`src/rtl/reflectarray_pkg.sv`:
```
`default_nettype none
// ============================================================================
// Module      : reflectarray_pkg
// Description : Shared FSM encoding, array-size derivation and aperture mask
//               for the reflectarray phase-map builder.
// Revision    : 1.0 - initial release
// ============================================================================
package reflectarray_pkg;

  typedef enum logic [0:0] {
    ST_IDLE = 1'b0,
    ST_FILL = 1'b1
  } state_e;

  function automatic int calc_n(input int diameter, input int spacing);
    return diameter / spacing;
  endfunction

  // Element centre lies inside the circle, evaluated in doubled coordinates
  // so the half-cell offset stays an integer.
  function automatic logic in_aperture(input int row, input int col, input int n);
    int dx;
    int dy;
    dx = 2 * col - n + 1;
    dy = 2 * row - n + 1;
    return ((dx * dx + dy * dy) <= n * n);
  endfunction

endpackage
`default_nettype wire

```
`src/rtl/phase_quantizer.sv`:
```
`default_nettype none
// ============================================================================
// Module      : phase_quantizer
// Description : Adds the frame offset, rounds to the nearest quantized state
//               modulo one turn and masks elements outside the aperture.
// Revision    : 1.0 - initial release
// ============================================================================
module phase_quantizer
  import reflectarray_pkg::*;
#(
  parameter int PHASE_W = 16,
  parameter int QBITS   = 1,
  parameter int N       = 16,
  parameter int IDX_W   = 8
) (
  input  logic [PHASE_W-1:0] phase_i,
  input  logic [PHASE_W-1:0] offset_i,
  input  logic [IDX_W-1:0]   idx_i,
  output logic [QBITS-1:0]   code_o
);

  localparam logic [PHASE_W-1:0] c_HALF_STEP = PHASE_W'(1) << (PHASE_W - QBITS - 1);

  logic [PHASE_W-1:0] w_sum;
  logic               w_inside;
  int                 w_row;
  int                 w_col;

  always_comb begin
    w_row    = int'(idx_i) / N;
    w_col    = int'(idx_i) % N;
    w_inside = in_aperture(w_row, w_col, N);
    // Carry out of the MSB is one full turn and is deliberately dropped.
    w_sum    = phase_i + offset_i + c_HALF_STEP;
    code_o   = w_inside ? w_sum[PHASE_W-1 -: QBITS] : '0;
  end

endmodule
`default_nettype wire

```
`src/rtl/phase_map_builder.sv`:
```
`default_nettype none
// ============================================================================
// Module      : phase_map_builder
// Description : Streams raster-ordered element phases into a double-buffered
//               quantized reflectarray map, publishing each completed frame.
// Revision    : 1.0 - initial release
// ============================================================================
module phase_map_builder
  import reflectarray_pkg::*;
#(
  parameter  int ARRAY_DIAMETER  = 80,
  parameter  int ELEMENT_SPACING = 5,
  parameter  int PHASE_W         = 16,
  parameter  int QBITS           = 1,
  localparam int N               = calc_n(ARRAY_DIAMETER, ELEMENT_SPACING)
) (
  input  logic                 clk,
  input  logic                 rst_n,
  input  logic                 start,
  input  logic [PHASE_W-1:0]   phase_offset,
  input  logic                 in_valid,
  output logic                 in_ready,
  input  logic [PHASE_W-1:0]   in_phase,
  output logic                 busy,
  output logic                 done,
  output logic [N*N*QBITS-1:0] map_flat
);

  localparam int NUM_EL = N * N;
  localparam int IDX_W  = (NUM_EL > 1) ? $clog2(NUM_EL) : 1;
  localparam int MAP_W  = NUM_EL * QBITS;
  localparam logic [IDX_W-1:0] c_LAST_IDX = IDX_W'(NUM_EL - 1);

  state_e             state_q,    state_d;
  logic [IDX_W-1:0]   cnt_q,      cnt_d;
  logic [PHASE_W-1:0] offset_q,   offset_d;
  logic               bank_sel_q, bank_sel_d;
  logic               done_q,     done_d;
  logic [MAP_W-1:0]   bank0_q,    bank0_d;
  logic [MAP_W-1:0]   bank1_q,    bank1_d;

  logic               w_accept;
  logic               w_last;
  logic [QBITS-1:0]   w_code;

  assign w_accept = in_valid && (state_q == ST_FILL);
  assign w_last   = w_accept && (cnt_q == c_LAST_IDX);

  phase_quantizer #(
    .PHASE_W (PHASE_W),
    .QBITS   (QBITS),
    .N       (N),
    .IDX_W   (IDX_W)
  ) u_quantizer (
    .phase_i  (in_phase),
    .offset_i (offset_q),
    .idx_i    (cnt_q),
    .code_o   (w_code)
  );

  always_comb begin
    state_d    = state_q;
    cnt_d      = cnt_q;
    offset_d   = offset_q;
    bank_sel_d = bank_sel_q;
    done_d     = 1'b0;
    in_ready   = 1'b0;
    busy       = 1'b0;
    case (state_q)
      ST_IDLE: begin
        if (start) begin
          state_d  = ST_FILL;
          cnt_d    = '0;
          offset_d = phase_offset;
        end
      end
      ST_FILL: begin
        in_ready = 1'b1;
        busy     = 1'b1;
        if (w_accept) begin
          cnt_d = cnt_q + 1'b1;
          if (w_last) begin
            state_d    = ST_IDLE;
            cnt_d      = '0;
            bank_sel_d = ~bank_sel_q;
            done_d     = 1'b1;
          end
        end
      end
      default: state_d = ST_IDLE;
    endcase
  end

  // The back bank is whichever one map_flat is not currently showing.
  always_comb begin
    bank0_d = bank0_q;
    bank1_d = bank1_q;
    if (w_accept) begin
      if (bank_sel_q) begin
        bank0_d[int'(cnt_q) * QBITS +: QBITS] = w_code;
      end else begin
        bank1_d[int'(cnt_q) * QBITS +: QBITS] = w_code;
      end
    end
  end

  always_ff @(posedge clk) begin
    if (!rst_n) begin
      state_q    <= ST_IDLE;
      cnt_q      <= '0;
      offset_q   <= '0;
      bank_sel_q <= 1'b0;
      done_q     <= 1'b0;
      bank0_q    <= '0;
      bank1_q    <= '0;
    end else begin
      state_q    <= state_d;
      cnt_q      <= cnt_d;
      offset_q   <= offset_d;
      bank_sel_q <= bank_sel_d;
      done_q     <= done_d;
      bank0_q    <= bank0_d;
      bank1_q    <= bank1_d;
    end
  end

  assign done     = done_q;
  assign map_flat = bank_sel_q ? bank1_q : bank0_q;

endmodule
`default_nettype wire

```
`config.mk`:
```
export PLATFORM = sky130hd
export DESIGN_NAME = phase_map_builder
export DESIGN_NICKNAME = d
export VERILOG_FILES = /design/src/rtl/reflectarray_pkg.sv /design/src/rtl/phase_quantizer.sv /design/src/rtl/phase_map_builder.sv
export SDC_FILE = /design/constraint.sdc
export NUM_CORES = 1
export LEC_CHECK = 0
export ABC_CLOCK_PERIOD_IN_PS = 27900
export CAP_MARGIN = 20
export CORE_MARGIN = 2
export CORE_UTILIZATION = 60
export CTS_BUF_LIST = sky130_fd_sc_hd__clkbuf_4
export CTS_CLUSTER_DIAMETER = 200
export DETAILED_ROUTE_END_ITERATION = 10
export GPL_TIMING_DRIVEN = 0
export PLACE_DENSITY_LB_ADDON = 0.12
export REMOVE_ABC_BUFFERS = 1
export SYNTH_ARGS = -nofsm -noshare
export SYNTH_HDL_FRONTEND = slang
export SYNTH_SLANG_ARGS = --single-unit
export TNS_END_PERCENT = 20
```
`constraint.sdc`:
```
create_clock -name clk -period 27.9 [get_ports clk]
set_clock_uncertainty 0.15 [all_clocks]
set_input_delay 5.58 -clock clk [delete_from_list [all_inputs] [get_ports clk]]
set_output_delay 5.58 -clock clk [all_outputs]
set_load 0.005 [all_outputs]
```
==> results.json, run 1 <==
{
  "run_status": "completed",
  "worstSkewPairLatency_ns": 1.01,
  "path_clk_slew_ns": 0.06,
  "cts_root_buf": "sky130_fd_sc_hd__clkbuf_4",
  "worstSetupEndpointType": "flop",
  "h-tree-depth": 4,
  "grtUsageTotal_pct": 33.07,
  "fin_tns_setup_ns": 0,
  "largest_net_degree_at_the_start_of_global_routing": 165,
  "synth_seq_cells": 539,
  "drcViolationCount": 0,
  "synthesis.area_sq_mm": 0.03766,
  "post-route-period-util_pct": 48.44,
  "cts.repair.resized": 0,
  "final_cell_mix": "536 x sky130_fd_sc_hd__dfxtp_1, 409 x sky130_fd_sc_hd__inv_1, 391 x sky130_fd_sc_hd__o21ai_0, 380 x sky130_fd_sc_hd__a21oi_1, 359 x sky130_fd_sc_hd__nor2_1",
  "yosysWarningCount": 0,
  "synthArstFlopShare_pct": 0,
  "grt_pass1_wl_um": 168400,
  "final_max_slew_viols": 0,
  "hold_path.class": "reg -> reg",
  "detail_route.wl_per_cell_um": 20.18,
  "mostFrequentLayoutCell": "sky130_fd_sc_hd__dfxtp_1",
  "detailed_routing_iteration_count_for_the_pre_antenna_repair_pass": 5,
  "synth_area_per_cell_sq_um": 9.070,
  "worst-endpoint-required_ns": 28.61,
  "synthDominantAreaCellType": "sky130_fd_sc_hd__dfxtp_1",
  "critPathArrivalTime_ns": 14.22,
  "hpwlAfterDp_um": 76430,
  "drt-initial-drc-count": 2625,
  "hold_violations": 0,
  "fp.coreArea_sq_mm": 0.06183,
  "period_minus_slack_ns": 13.52,
  "setup_violations": 0,
  "route.antenna.remaining_nets": 0,
  "synth_largest_type_area_fraction_pct": 28.65,
  "start_util_pct": 60.91,
  "cts.hold.buffers_added": 0,
  "area_growth_syn_to_layout_pct": 15.75,
  "critical_path_max_stage_delay_ns": 1.24,
  "numPortBuffers": 294,
  "gpl.final_weighted_congestion": 0.9814,
  "grt_antenna_before_repair": 3,
  "timing.critical_path.from_type": "flop",
  "worst_slew_pin_slew_ns": 1.152,
  "headroom_to_the_max_slew_limit_pct": 22.79,
  "number_of_global_route_vias_before_repair": 31130,
  "critical_path.most_common_cell": "sky130_fd_sc_hd__fa_1",
  "finalWirelength_um": 107000,
  "worstPathMaxFanout": 34,
  "boundaryPins": 295,
  "netlist_instances": 4152,
  "yosys-top-cells-area": "sky130_fd_sc_hd__dfxtp_1 29%, sky130_fd_sc_hd__fa_1 17%, sky130_fd_sc_hd__ha_1 8.9%, sky130_fd_sc_hd__mux2_2 7.7%, sky130_fd_sc_hd__o21ai_0 5.2%",
  "rows": 91,
  "cts_tree": "yes",
  "cts_setup_buffers": 0,
  "synth_cell_type_count": 72,
  "ys_seq_area_share_pct": 28.65,
  "die_width_um": 254.5,
  "synth_edf_count": 0,
  "via_count": 31370,
  "critical_path_class": "reg -> reg",
  "fmax_ghz": 0.07399,
  "viasPerCell": 5.917,
  "cts.path.max_buffers": 3,
  "dieHeight_um": 254.5,
  "gr-total-overflow": 0,
  "cts_made_buffers": 143,
  "cap_violations": 0,
  "ys.flop_type": "sky130_fd_sc_hd__dfxtp_1",
  "die_area_sq_mm": 0.06479,
  "number_of_nets_in_the_layout": 4982,
  "rsz0062_at_grt": "false",
  "worst_path_max_delay_cell": "sky130_fd_sc_hd__fa_1",
  "layout-drive-gt1-share_pct": 13.95,
  "total_clock_sinks": 539
}
critical path: cells and delay by family (launching register included):
family / cells / cell delay [ns]
buffers and inverters: 14 / 2.86
AOI/OAI and AO/OA: 6 / 1.73
DFF: 1 / 0.46
adders and majority gates: 11 / 6.47
and+or+nand+nor: 5 / 1.55
path summary, 6_finish.rpt:
check                            startpoint     endpoint  slack [ns]  depth (start not counted)
worst min-delay path            offset_q[8]  offset_q[8]        0.31                          2
worst min register to register  offset_q[8]  offset_q[8]        0.31                          2
worst max-delay path               cnt_q[3]  bank0_q[57]       14.38                         36
worst max register to register     cnt_q[3]  bank0_q[57]       14.38                         36
Yosys cell counts (all sizes together) (4+ instances only):
library cell and count:
nand3b 7, a21o 11, dfxtp 539, o21ai 394, xor2 21, a211o 4
nor2 366, nand2b 21, nand2 269, o211ai 198, xnor2 74, or4 4
mux2 259, ha 267, o31ai 34, mux2i 13, o21a 11, nor4 6
clkbuf 241, nand4 7, fa 315, o22ai 5, nor2b 11, a21oi 380
inv 413, nand3 18, and3 10, and2 10, a211oi 4, or3 12
nor3 17, o2111ai 6, a311oi 80, buf 39, o41ai 33, or2 20
registers in the layout, summed over array words and instances (netlist names):
register / flops
cnt_q: 8
bank1_q: 256
bank_sel_q: 1
bank0_q: 256
done: 1
state_q: 1
offset_q: 16
routing by layer:
| metal | vias up | routed length [um] | global-route usage [%] |
|---|---|---|---|
| met2 | 1180 | 49210 | 51.12 |
| li1 | 14810 | - | - |
| met1 | 15160 | 44590 | 44.15 |
| met3 | 221 | 9198 | 8.471 |
| met4 | 2 | 4003 | 13.97 |
| met5 | - | 13 | 0 |
logic make-up (layout without fill, tap and decap cells):
group,count (synthesis),count (layout),synth area share (%)
compound gates,1181,1181,19.39
simple gates,789,789,8.938
buf+inv,693,1000,7.087
fa+ha+maj,582,582,25.62
flops,539,539,28.65
mux,272,272,8.100
xor+xnor,95,95,2.209
other cells,1,7,0.009958
final cells by class:
class                           instances  area (sq um)
Antenna cell                            6         15.01
Sequential cell                       539         10800
Tap cell                              837          1047
Timing Repair Buffer                  347          4095
Clock buffer                          218          1637
Inverter                              413          1553
Clock inverter                         22         177.7
Multi-Input combinational cell       2920         24270
Fill cell                            4901         18240
metrics by stage:
| step | hold slack, ns | cells | utilization (%) | instance area, sq um | worst slack [ns] |
|---|---|---|---|---|---|
| 3_3_place_gp | 0.2963 | 5003 | 65.56 | 40530 | 1.110 |
| 2_1_floorplan | 0.2863 | 3872 | - | 36540 | 9.139 |
| 3_5_place_dp | 0.3007 | 5053 | 67.44 | 41690 | 14.56 |
| 6_report | 0.3063 | 5302 | 70.50 | 43590 | 14.38 |
| 5_1_grt | 0.3276 | 5300 | 70.49 | 43580 | 13.83 |
| 4_1_cts | 0.3094 | 5293 | 70.37 | 43510 | 14.54 |
Power of run 1 is left out: the tool's default activity adds up to more than one toggle a clock period on the data nets, which glitch-free logic cannot reach.
==> run 2: changes to the inputs <==
--- a/config.mk
+++ b/config.mk
@@ -5,7 +5,7 @@
 export SDC_FILE = /design/constraint.sdc
 export NUM_CORES = 1
 export LEC_CHECK = 0
-export ABC_CLOCK_PERIOD_IN_PS = 27900
+export ABC_CLOCK_PERIOD_IN_PS = 12800
 export CAP_MARGIN = 20
 export CORE_MARGIN = 2
 export CORE_UTILIZATION = 60
==> constraint.sdc (replaced) <==
create_clock -name clk -period 12.8 [get_ports clk]
set_clock_uncertainty 0.15 [all_clocks]
set_input_delay 2.56 -clock clk [delete_from_list [all_inputs] [get_ports clk]]
set_output_delay 2.56 -clock clk [all_outputs]
set_load 0.005 [all_outputs]
==> run 2 against run 1 <==
Flip-flop and latch count unchanged. Hold slack unchanged. Final cell count about the same. Non-clock buffer count unchanged. Die area unchanged. Final area about the same. Critical path depth up 1. Via count about the same. Sequential share of layout area about the same. Global-route usage about the same. Worst setup slack worse by 14 ns.
==> results.json, run 2 (synthesis gave the netlist of run 1 again) <==
{
  "via_count": 31380,
  "layout-drive-gt1-share_pct": 14.13,
  "cts_tree": "yes",
  "path_clk_slew_ns": 0.06,
  "grtUsageTotal_pct": 33.08,
  "rows": 91,
  "fmax_ghz": 0.08084,
  "finalWirelength_um": 106700,
  "hold_path.class": "reg -> reg",
  "dieHeight_um": 254.5,
  "viasPerCell": 5.922,
  "gr-total-overflow": 0,
  "hpwlAfterDp_um": 76430,
  "cts_root_buf": "sky130_fd_sc_hd__clkbuf_4",
  "detail_route.wl_per_cell_um": 20.13,
  "period_minus_slack_ns": 12.37,
  "cts.hold.buffers_added": 0,
  "worst-path-stages": 37,
  "drcViolationCount": 0,
  "worst_path_max_delay_cell": "sky130_fd_sc_hd__fa_1",
  "route.antenna.remaining_nets": 0,
  "worst-endpoint-required_ns": 13.50,
  "worstPathMaxFanout": 30,
  "total_clock_sinks": 539,
  "critical_path_class": "reg -> reg",
  "rsz0062_at_grt": "false",
  "final_max_slew_viols": 0,
  "largest_net_degree_at_the_start_of_global_routing": 165,
  "die_area_sq_mm": 0.06479,
  "grt_antenna_before_repair": 3,
  "final_cell_mix": "534 x sky130_fd_sc_hd__dfxtp_1, 408 x sky130_fd_sc_hd__inv_1, 391 x sky130_fd_sc_hd__o21ai_0, 380 x sky130_fd_sc_hd__a21oi_1, 358 x sky130_fd_sc_hd__nor2_1",
  "detailed_routing_iteration_count_for_the_pre_antenna_repair_pass": 5,
  "gpl.final_weighted_congestion": 0.9814,
  "mostFrequentLayoutCell": "sky130_fd_sc_hd__dfxtp_1",
  "cp_top_family": "adder cells",
  "reg_top3": "bank0_q x256, bank1_q x256, offset_q x16",
  "timing.critical_path.from_type": "flop",
  "critical_path_max_stage_delay_ns": 0.66,
  "holdPathStages": 2,
  "start_util_pct": 60.91,
  "critPathArrivalTime_ns": 13.07,
  "number_of_global_route_vias_before_repair": 31140,
  "fp.coreArea_sq_mm": 0.06183,
  "setup_violations": 0,
  "area_growth_syn_to_layout_pct": 15.75,
  "worstSetupEndpointType": "flop",
  "number_of_nets_in_the_layout": 4982,
  "cap_violations": 0,
  "headroom_to_the_max_slew_limit_pct": 20.91,
  "cts.path.max_buffers": 3,
  "worst_r2r_path_depth": 37,
  "boundaryPins": 295,
  "layout.cell_area.non_filler_sq_mm": 0.04359,
  "cp_num_buf_inv": 14,
  "die_width_um": 254.5,
  "grt_pass1_wl_um": 168400,
  "worstSkewPairLatency_ns": 1.00,
  "worst_slew_pin_slew_ns": 1.180,
  "hold_violations": 0,
  "run_status": "completed",
  "numPortBuffers": 294,
  "drt-initial-drc-count": 2542,
  "h-tree-depth": 4,
  "placed_cell_area_sq_mm": 0.04169,
  "critical_path.most_common_cell": "sky130_fd_sc_hd__fa_1",
  "post-route-period-util_pct": 96.64,
  "cts_made_buffers": 143
}
run 2: cell count changes in the layout (fill, tap and decap cells not counted), moves of 2 or more:
cell and change:
sky130_fd_sc_hd__diode_2 -2, sky130_fd_sc_hd__fa_2 +2, sky130_fd_sc_hd__dfxtp_4 +2, sky130_fd_sc_hd__fa_1 -2
sky130_fd_sc_hd__dfxtp_1 -2
run 2: timing repair:
action,CTS,global route
setup endpoints to repair,147,76
gates resized for setup,2,10
pin swaps,1,0
setup buffers,1,0
run 2: final cells by class:
cell class                 instances  area, sq um
timing repair buffer             347         4075
fill                            4900        18240
multi-input combinational       2920        24280
clock buffer                     218         1637
clock inverter                    22        177.7
tap                              837         1047
sequential                       539        10800
inverter                         413         1559
antenna                            4        10.01
run 2: path summary, 6_finish.rpt:
check                                 start     endpoint  slack (ns)
worst max-delay path               cnt_q[5]  bank0_q[57]        0.43
worst min-delay path            offset_q[8]  offset_q[8]        0.31
worst max register to register     cnt_q[5]  bank0_q[57]        0.43
worst min register to register  offset_q[8]  offset_q[8]        0.31
run 2: per-stage QoR:
stage	TNS, ns	hold slack (ns)	util (%)	instances	worst slack, ns
3_5_place_dp	-31.40	0.3007	67.44	5053	-0.5444
5_1_grt	0	0.3276	70.50	5300	0.04393
2_1_floorplan	-2924.95	0.2863	-	3872	-5.961
4_1_cts	0	0.3094	70.39	5294	0.2239
6_report	0	0.3063	70.50	5300	0.4305
3_3_place_gp	-6803.18	0.2963	65.56	5003	-12.81
run 2: metal layers:
metal	wire length [um]	GRT usage [%]	vias to the layer above
li1	-	-	14810
met1	44030	44.07	15150
met2	49090	51.12	1211
met3	9614	8.594	213
met4	3953	14.04	2
met5	13	0	-
run 2: worst reg2reg max path, delay by kind of cell (launching register included):
| kind | cells | cell delay [ns] |
|---|---|---|
| flops | 1 | 0.59 |
| buf+inv | 14 | 2.29 |
| compound gates | 5 | 1.35 |
| fa+ha+maj | 11 | 5.24 |
| simple gates | 6 | 2.15 |
| xor+xnor | 1 | 0.42 |
Power of run 2 is left out for the same reason.
